--- src/rtl/div_ratio_ctrl.sv ---
// Programmable even-ratio clock divider with a ready/valid ratio port.
// New ratios take effect only on a period boundary or while idle, so clk_out is never truncated.
module div_ratio_ctrl #(
    parameter int DIV_W   = 16,
    parameter int DIV_RST = 2
) (
    input  logic             clk_in,
    input  logic             rst,
    input  logic             en,
    input  logic             cfg_valid,
    input  logic [DIV_W-1:0] cfg_div,
    output logic             cfg_ready,
    output logic             cfg_err,
    output logic             clk_out,
    output logic             tick,
    output logic             active,
    output logic [DIV_W-1:0] div_cur,
    output logic [1:0]       dbg_state
);

    typedef enum logic [1:0] {
        IDLE  = 2'd0,
        RUN   = 2'd1,
        DRAIN = 2'd2
    } state_e;

    localparam logic [DIV_W-2:0] CNT_ONE = 1;

    state_e           state_q, state_d;
    logic [DIV_W-2:0] count_q, count_d;
    logic [DIV_W-2:0] hp_m1;
    logic             clk_out_q, clk_out_d;
    logic             tick_q, tick_d;
    logic             err_q, err_d;
    logic             pend_q, pend_d;
    logic [DIV_W-1:0] div_cur_q, div_cur_d;
    logic [DIV_W-1:0] div_next_q, div_next_d;
    logic             running;
    logic             half_end;
    logic             period_end;
    logic             accept;
    logic             legal;

    // Config handshake: a ratio transfers on any edge where cfg_valid && cfg_ready.
    // Only one ratio can be outstanding, so ready drops while one is pending.
    assign cfg_ready = !pend_q && !rst;
    assign accept    = cfg_valid && cfg_ready;
    assign legal     = !cfg_div[0] && (cfg_div != '0);

    assign hp_m1      = div_cur_q[DIV_W-1:1] - CNT_ONE;
    assign running    = (state_q != IDLE);
    assign half_end   = running && (count_q == hp_m1);
    assign period_end = half_end && clk_out_q;

    always_comb begin
        state_d    = state_q;
        count_d    = count_q;
        clk_out_d  = clk_out_q;
        tick_d     = 1'b0;
        err_d      = 1'b0;
        pend_d     = pend_q;
        div_cur_d  = div_cur_q;
        div_next_d = div_next_q;

        case (state_q)
            IDLE: begin
                count_d   = '0;
                clk_out_d = 1'b0;
                if (en) state_d = RUN;
            end
            RUN, DRAIN: begin
                if (half_end) begin
                    count_d   = '0;
                    clk_out_d = !clk_out_q;
                    tick_d    = !clk_out_q;
                end else begin
                    count_d = count_q + CNT_ONE;
                end
                if (period_end)
                    state_d = en ? RUN : IDLE;
                else if (state_q == RUN && !en)
                    state_d = DRAIN;
                else if (state_q == DRAIN && en)
                    state_d = RUN;
            end
            default: state_d = IDLE;
        endcase

        // A pending ratio lands on the boundary so the next period uses it in full.
        if (pend_q && (period_end || state_q == IDLE)) begin
            div_cur_d = div_next_q;
            pend_d    = 1'b0;
        end

        if (accept) begin
            if (!legal) begin
                err_d = 1'b1;
            end else if (state_q == IDLE && !en) begin
                div_cur_d = cfg_div;
            end else begin
                div_next_d = cfg_div;
                pend_d     = 1'b1;
            end
        end
    end

    always_ff @(posedge clk_in) begin
        if (rst) begin
            state_q    <= IDLE;
            count_q    <= '0;
            clk_out_q  <= 1'b0;
            tick_q     <= 1'b0;
            err_q      <= 1'b0;
            pend_q     <= 1'b0;
            div_next_q <= '0;
            div_cur_q  <= DIV_W'(DIV_RST);
        end else begin
            state_q    <= state_d;
            count_q    <= count_d;
            clk_out_q  <= clk_out_d;
            tick_q     <= tick_d;
            err_q      <= err_d;
            pend_q     <= pend_d;
            div_next_q <= div_next_d;
            div_cur_q  <= div_cur_d;
        end
    end

    assign clk_out   = clk_out_q;
    assign tick      = tick_q;
    assign cfg_err   = err_q;
    assign active    = running && !rst;
    assign div_cur   = div_cur_q;
    assign dbg_state = state_q;

endmodule

--- config.mk ---
export PLATFORM = sky130hd
export DESIGN_NAME = div_ratio_ctrl
export DESIGN_NICKNAME = d
export VERILOG_FILES = /design/src/rtl/div_ratio_ctrl.sv
export SDC_FILE = /design/constraint.sdc
export NUM_CORES = 1
export LEC_CHECK = 0
export ABC_AREA = 1
export BUFFER_PORTS_ARGS = -buffer_cell sky130_fd_sc_hd__buf_2
export CELL_PAD_IN_SITES_DETAIL_PLACEMENT = 0
export CELL_PAD_IN_SITES_GLOBAL_PLACEMENT = 2
export CORE_MARGIN = 3
export CORE_UTILIZATION = 31
export CTS_CLUSTER_DIAMETER = 150
export DETAILED_ROUTE_END_ITERATION = 7
export GPL_ROUTABILITY_DRIVEN = 1
export PLACE_DENSITY_LB_ADDON = 0.2
export SLEW_MARGIN = 20
export SYNTH_ARGS = -nofsm -noshare
export SYNTH_HDL_FRONTEND = slang
export SYNTH_SLANG_ARGS = --single-unit
--- constraint.sdc ---
create_clock -name clk_in -period 3.04 [get_ports clk_in]
set_clock_uncertainty 0.15 [all_clocks]
set_input_delay 0.152 -clock clk_in [delete_from_list [all_inputs] [get_ports clk_in]]
set_output_delay 0.152 -clock clk_in [all_outputs]
set_load 0.01 [all_outputs]
## Word level (Yosys, flattened, before mapping)

Cells that the tools add are included.

| operators by class | value |
|---|---|
| reductions and logical operators | 26 |
| add/sub/neg operators | 2 |
| bitwise gates (word level) | 4 |
| div/mod/pow operators | 0 |
| shifts and indexed selects | 0 |
| multiply operators | 0 |
| order comparisons | 0 |
| muxes and demuxes | 19 |
| equality and inequality tests | 6 |

Operators by type and width:

| operator | count |
|---|---|
| $mux W16 | 4 |
| $pmux W15 S2 | 1 |
| $reduce_bool A16 Y1 | 1 |
| $add A15 B1 Y15 const B | 1 |
| $eq A15 B15 Y1 | 1 |
| $mux W15 | 1 |
| $sub A15 B1 Y15 const B | 1 |
| $logic_and A1 B1 Y1 | 10 |
| $mux W2 | 4 |
| $mux W1 | 7 |
| $logic_not A1 Y1 | 5 |
| $ne A2 B2 Y1 const B | 2 |
| $ne A4 B4 Y1 const B | 1 |
| $not A1 Y1 | 4 |
| $pmux W2 S2 | 1 |
| $reduce_and A2 Y1 | 2 |
| $reduce_bool A2 Y1 | 2 |
| $reduce_or A2 Y1 | 2 |
| $reduce_and A3 Y1 | 1 |
| $reduce_or A3 Y1 | 1 |
| $eq A2 B1 Y1 const B | 1 |
| $eq A2 B2 Y1 const B | 1 |
| $logic_not A2 Y1 | 1 |
| $pmux W1 S2 | 1 |
| $logic_or A1 B1 Y1 | 1 |

| storage, ports and cells | value |
|---|---|
| RAM bits | 0 |
| memories | 0 |
| register bits after elaboration | 53 |
| bits in latches | 0 |
| logic and storage cells | 65 |
| bits in read-only memories | 0 |

## Depth between registers and ports, before layout

| depth | value |
|---|---|
| depth after elaboration | 10 |
| depth in mapped cells | 19 |
| depth with buffers taken out | 17 |

## Worst setup path after synthesis

No wires, ideal clock.

| timing path | value |
|---|---|
| path type | reg-to-reg |
| start | register div_cur_q[1], in the netlist div_cur[1] |
| end | register div_cur_q[14], in the netlist div_cur[14] |
| path slack | 0.749 ns |
| setup time | 0.120 ns |
| cell stages (with the launch flop) | 16 |
| arrival | 2.022 ns |
| buffers on the path | 1 |
| cells stage by stage | dfxtp_1 inv_2 ha_1 a21oi_1 nand3_1 nor2_1 nand2_1 nor2_1 nand2_1 nor2_4 nand3_4 nand2_2 nand2_4 buf_2 a21oi_1 a21oi_1 |

| between the ends | value |
|---|---|
| cells in the longest elaborated chain, start to end | 10 |

RTL lines:

| element | RTL line | text |
|---|---|---|
| start, declared | 36 | `logic [DIV_W-1:0] div_cur_q, div_cur_d;` |
| start signal, assigned | 116 | `div_cur_q <= DIV_W'(DIV_RST);` |
| start signal, assigned | 125 | `div_cur_q <= div_cur_d;` |
| $sub A15 B1 Y15 (*) | 50 | `assign hp_m1 = div_cur_q[DIV_W-1:1] - CNT_ONE;` |
| $eq A15 B15 Y1 (*) | 52 | `assign half_end = running && (count_q == hp_m1);` |
| $logic_and A1 B1 Y1 (*) | 52 |  |
| $logic_and A1 B1 Y1 (*) | 53 | `assign period_end = half_end && clk_out_q;` |
| $logic_or A1 B1 Y1 (*) | 90 | `if (pend_q && (period_end \|\| state_q == IDLE)) begin` |
| $logic_and A1 B1 Y1 (*) | 90 |  |
| $mux W16 (*) | 90 |  |
| $mux W16 | 98 | `end else if (state_q == IDLE && !en) begin` |
| $mux W16 | 96 | `if (!legal) begin` |
| $mux W16 (*) | 95 | `if (accept) begin` |

Mark *: on every way between the ends. The rest lies on a longest branch, timed or not.
A chain may end at the register's enable or synchronous reset.

## Worst setup path in the final report

| timing path | value |
|---|---|
| start | input cfg_div[9] |
| end | register div_cur_q[1], in the netlist div_cur[1] |

| between the ends | value |
|---|---|
| cells in the longest elaborated chain, start to end | 4 |

RTL lines:

| element | RTL line | text |
|---|---|---|
| start, declared | 11 | `input logic [DIV_W-1:0] cfg_div,` |
| $reduce_bool A16 Y1 | 48 | `assign legal = !cfg_div[0] && (cfg_div != '0);` |
| $logic_and A1 B1 Y1 | 48 |  |
| $mux W16 | 96 |  |
| $mux W16 | 95 |  |

No other way between the ends.

==> qor.yml <==
logic_synthesis:
  synth_area_per_cell_um2: 6.51
  async_flop_share_pct: 0
  ys.flop_type: "dfxtp_1"
  yosysTopAreaCellShare_pct: 34.4
  ys_warn_count: 0
  syn_nets: 500
  synthCells: 474
  ys_seq_area_share_pct: 34.4
  synth-edff-count: 0
  yosysMostFrequentCell: "nand2_1"
  yosysTopAreaCell: "dfxtp_1"
  ys_seq_elements: 53
  yosys-top-cells-count: "nand2_1 (128), a21oi_1 (65), inv_1 (58)"
  synthTopCellsByArea: "dfxtp_1 (34%), nand2_1 (16%), a21oi_1 (11%)"
  synth_cell_types: 30
  netlist_area_um2: 3090
power_and_ir_drop:
  p_per_area_nw_per_um2: 434
  peakVddDrop_uv: 201
  totalPowerFinal_w: 0.00158
  p_leak_nw: 1.58
run_status:
  run_status: "complete, no violations"
clocking:
  cts_buffers: 5
  clock_latency_ns: 0.32
  htreeDepth: 2
  root_buffer: "clkbuf_8"
  cts_tree: "yes"
  holdBufCountCts: 14
  cts_setup_buffers: 0
  cts.sinks: 53
  clkSlewWorstSetupHoldPaths_ns: 0.10
  cts_resized: 0
  clock_path_buffers: 2
routing:
  m1WireLength_mm: 4.36
  dr_wl_met2_mm: 4.10
  ant_nets: 0
  top_layer: "met4"
  remaining_drc_errors: 0
  wl_met3_um: 291
  vias: 3051
  routed_wl_mm: 8.80
  drtPass1Iterations: 4
  drt_iter0_drc: 150
  wl_per_cell_um: 13.5
  vias_per_cell: 4.67
global_route:
  grtUsageTotal_pct: 16.2
  antenna_found_initial: 0
  overflow: 0
  grt_max_degree: 36
  grt_pass1_wl_mm: 14.6
  grt_pass1_vias: 2897
setup_path:
  r2r-start: "div_cur[1]"
  start_kind: "input port"
  critPathMaxFanout: 16
  r2r_cells: 15
  cpPeakStageDelay_ns: 0.54
  cpMostUsedCell: "o21ai_0"
  cp.required_ns: 3.14
  crit_slowest_cell: "dlygate4sd3_1"
  path_cells: "dlygate4sd3_1, buf_2, nor4_1, nand4_1, nand2_1, nor3_2, buf_4, inv_1, o21ai_0, o21ai_0"
  crit_family: "buffers and inverters"
  critical_path_depth: 10
  crit_type: "input port to flop"
  worstSetupEndpointType: "flop"
  cp.buffers_inverters: 4
  startpoint: "cfg_div[9]"
  arrival_ns: 2.67
sta:
  final.min_clock_period_ns: 2.57
  rsz0062_at_grt: "no"
  hold_viol_final: 0
  max_freq_ghz: 0.389
  relSlewSlack_pct: 29.7
  finalSetupTns_ns: 0
  slew_violations: 0
  finalSetupViolCount: 0
  finalCritPeriodShare_pct: 84.6
  worst_slew_pin_slew_ns: 1.05
die:
  fp-row-count: 35
  coreArea_um2: 9460
  dieArea_um2: 11200
  start_util_pct: 32.6
  io_pins: 43
  die_w_um: 106
  die_h_um: 106
final_layout:
  fin_cells: 654
  final_core_util_pct: 38.4
  syn_to_final_growth_pct: 17.6
  diodes: 0
  drive_gt1_share_pct: 14.3
  nNetsFinal: 550
min_path:
  hp-start: "cfg_div[14]"
  whs_path_depth: 3
  hold_path.class: "input port to flop"
place:
  place.gp.congestion: 0.785
  io_buffers: 42
  hpwl_mm: 6.38
  dpl.cell_count: 632
run:
  cap_viol_max_count: 0
[area by class of cell]
cell class | count | area, um^2
Clock buffer | 5 | 68.8
Clock inverter | 3 | 21.3
Fill cell | 1079 | 5830
Inverter | 61 | 234
Multi-Input combinational cell | 344 | 1710
Sequential cell | 53 | 1060
Tap cell | 129 | 161
Timing Repair Buffer | 59 | 373
[metrics by stage]
stage          hold WS [ns]  setup slack [ns]  cell area [um^2]
6_report             0.0129             0.468              3630
5_1_grt              0.0244             0.125              3630
4_1_cts             0.00328             0.450              3630
3_5_place_dp          0.274             0.484              3400
3_3_place_gp          0.268             0.522              3400
2_1_floorplan         0.128             0.749              3090
[cell families (layout without fill, tap and decap cells)]
logic type / Yosys count / count (layout) / synth area share (%)
buffers and inverters: 77 / 128 / 10.2
AND/OR/NAND/NOR: 218 / 218 / 32.1
XOR/XNOR: 9 / 9 / 2.55
AO/OA/AOI/OAI: 111 / 111 / 18.4
flip-flops: 53 / 53 / 34.4
adder cells (fa/ha/maj): 6 / 6 / 2.43
[cell usage in the layout, fill, tap and decap left out, types with 3 or more instances in the layout]
cell type / Yosys / routed
nand2_1: 128 / 128
a21oi_1: 65 / 65
inv_1: 58 / 58
dfxtp_1: 53 / 53
o21ai_0: 42 / 42
buf_2: 3 / 42
nor2_1: 31 / 31
nand3_1: 20 / 20
dlygate4sd3_1: 0 / 14
nor2_2: 6 / 6
nand3b_1: 6 / 6
nand4_1: 6 / 6
ha_1: 6 / 6
xnor2_1: 5 / 5
nor3_1: 5 / 5
clkbuf_8: 0 / 5
xor2_1: 4 / 4
nor2_4: 3 / 3
or2_2: 3 / 3
nor4_1: 3 / 3
buf_4: 0 / 3
[final timing paths]
kind | slack, ns | end
worst min-delay path | 0.01 | div_next_q[14]
worst max register to register | 0.47 | div_cur[11]
worst min register to register | 0.30 | div_next_q[8]
worst max-delay path | 0.47 | div_cur[1]
[power breakdown]
group / switching, W / total [W] / internal (W)
Combinational: 0.000250 / 0.000389 / 0.000139
Sequential: 0.0000359 / 0.000763 / 0.000727
Clock: 0.000261 / 0.000426 / 0.000164
Total: 0.000547 / 0.00158 / 0.00103
[metal layers]
layer / up-vias / track usage, %
met5: - / 0
met4: 0 / 3.61
met3: 4 / 3.18
met2: 48 / 27.0
met1: 1371 / 21.7
li1: 1628 / -
[worst min-delay path, delay by kind of cell]
family / cells / cell delay [ns]
buf+inv: 1 / 0.11
compound gates: 2 / 0.18
[registers in the layout, summed over array words and instances (netlist names)]
name,cells
cfg_err,1
clk_out,1
count_q,15
dbg_state,2
div_cur,16
div_next_q,16
pend_q,1
tick,1
(Power assumes the default switching activity.)
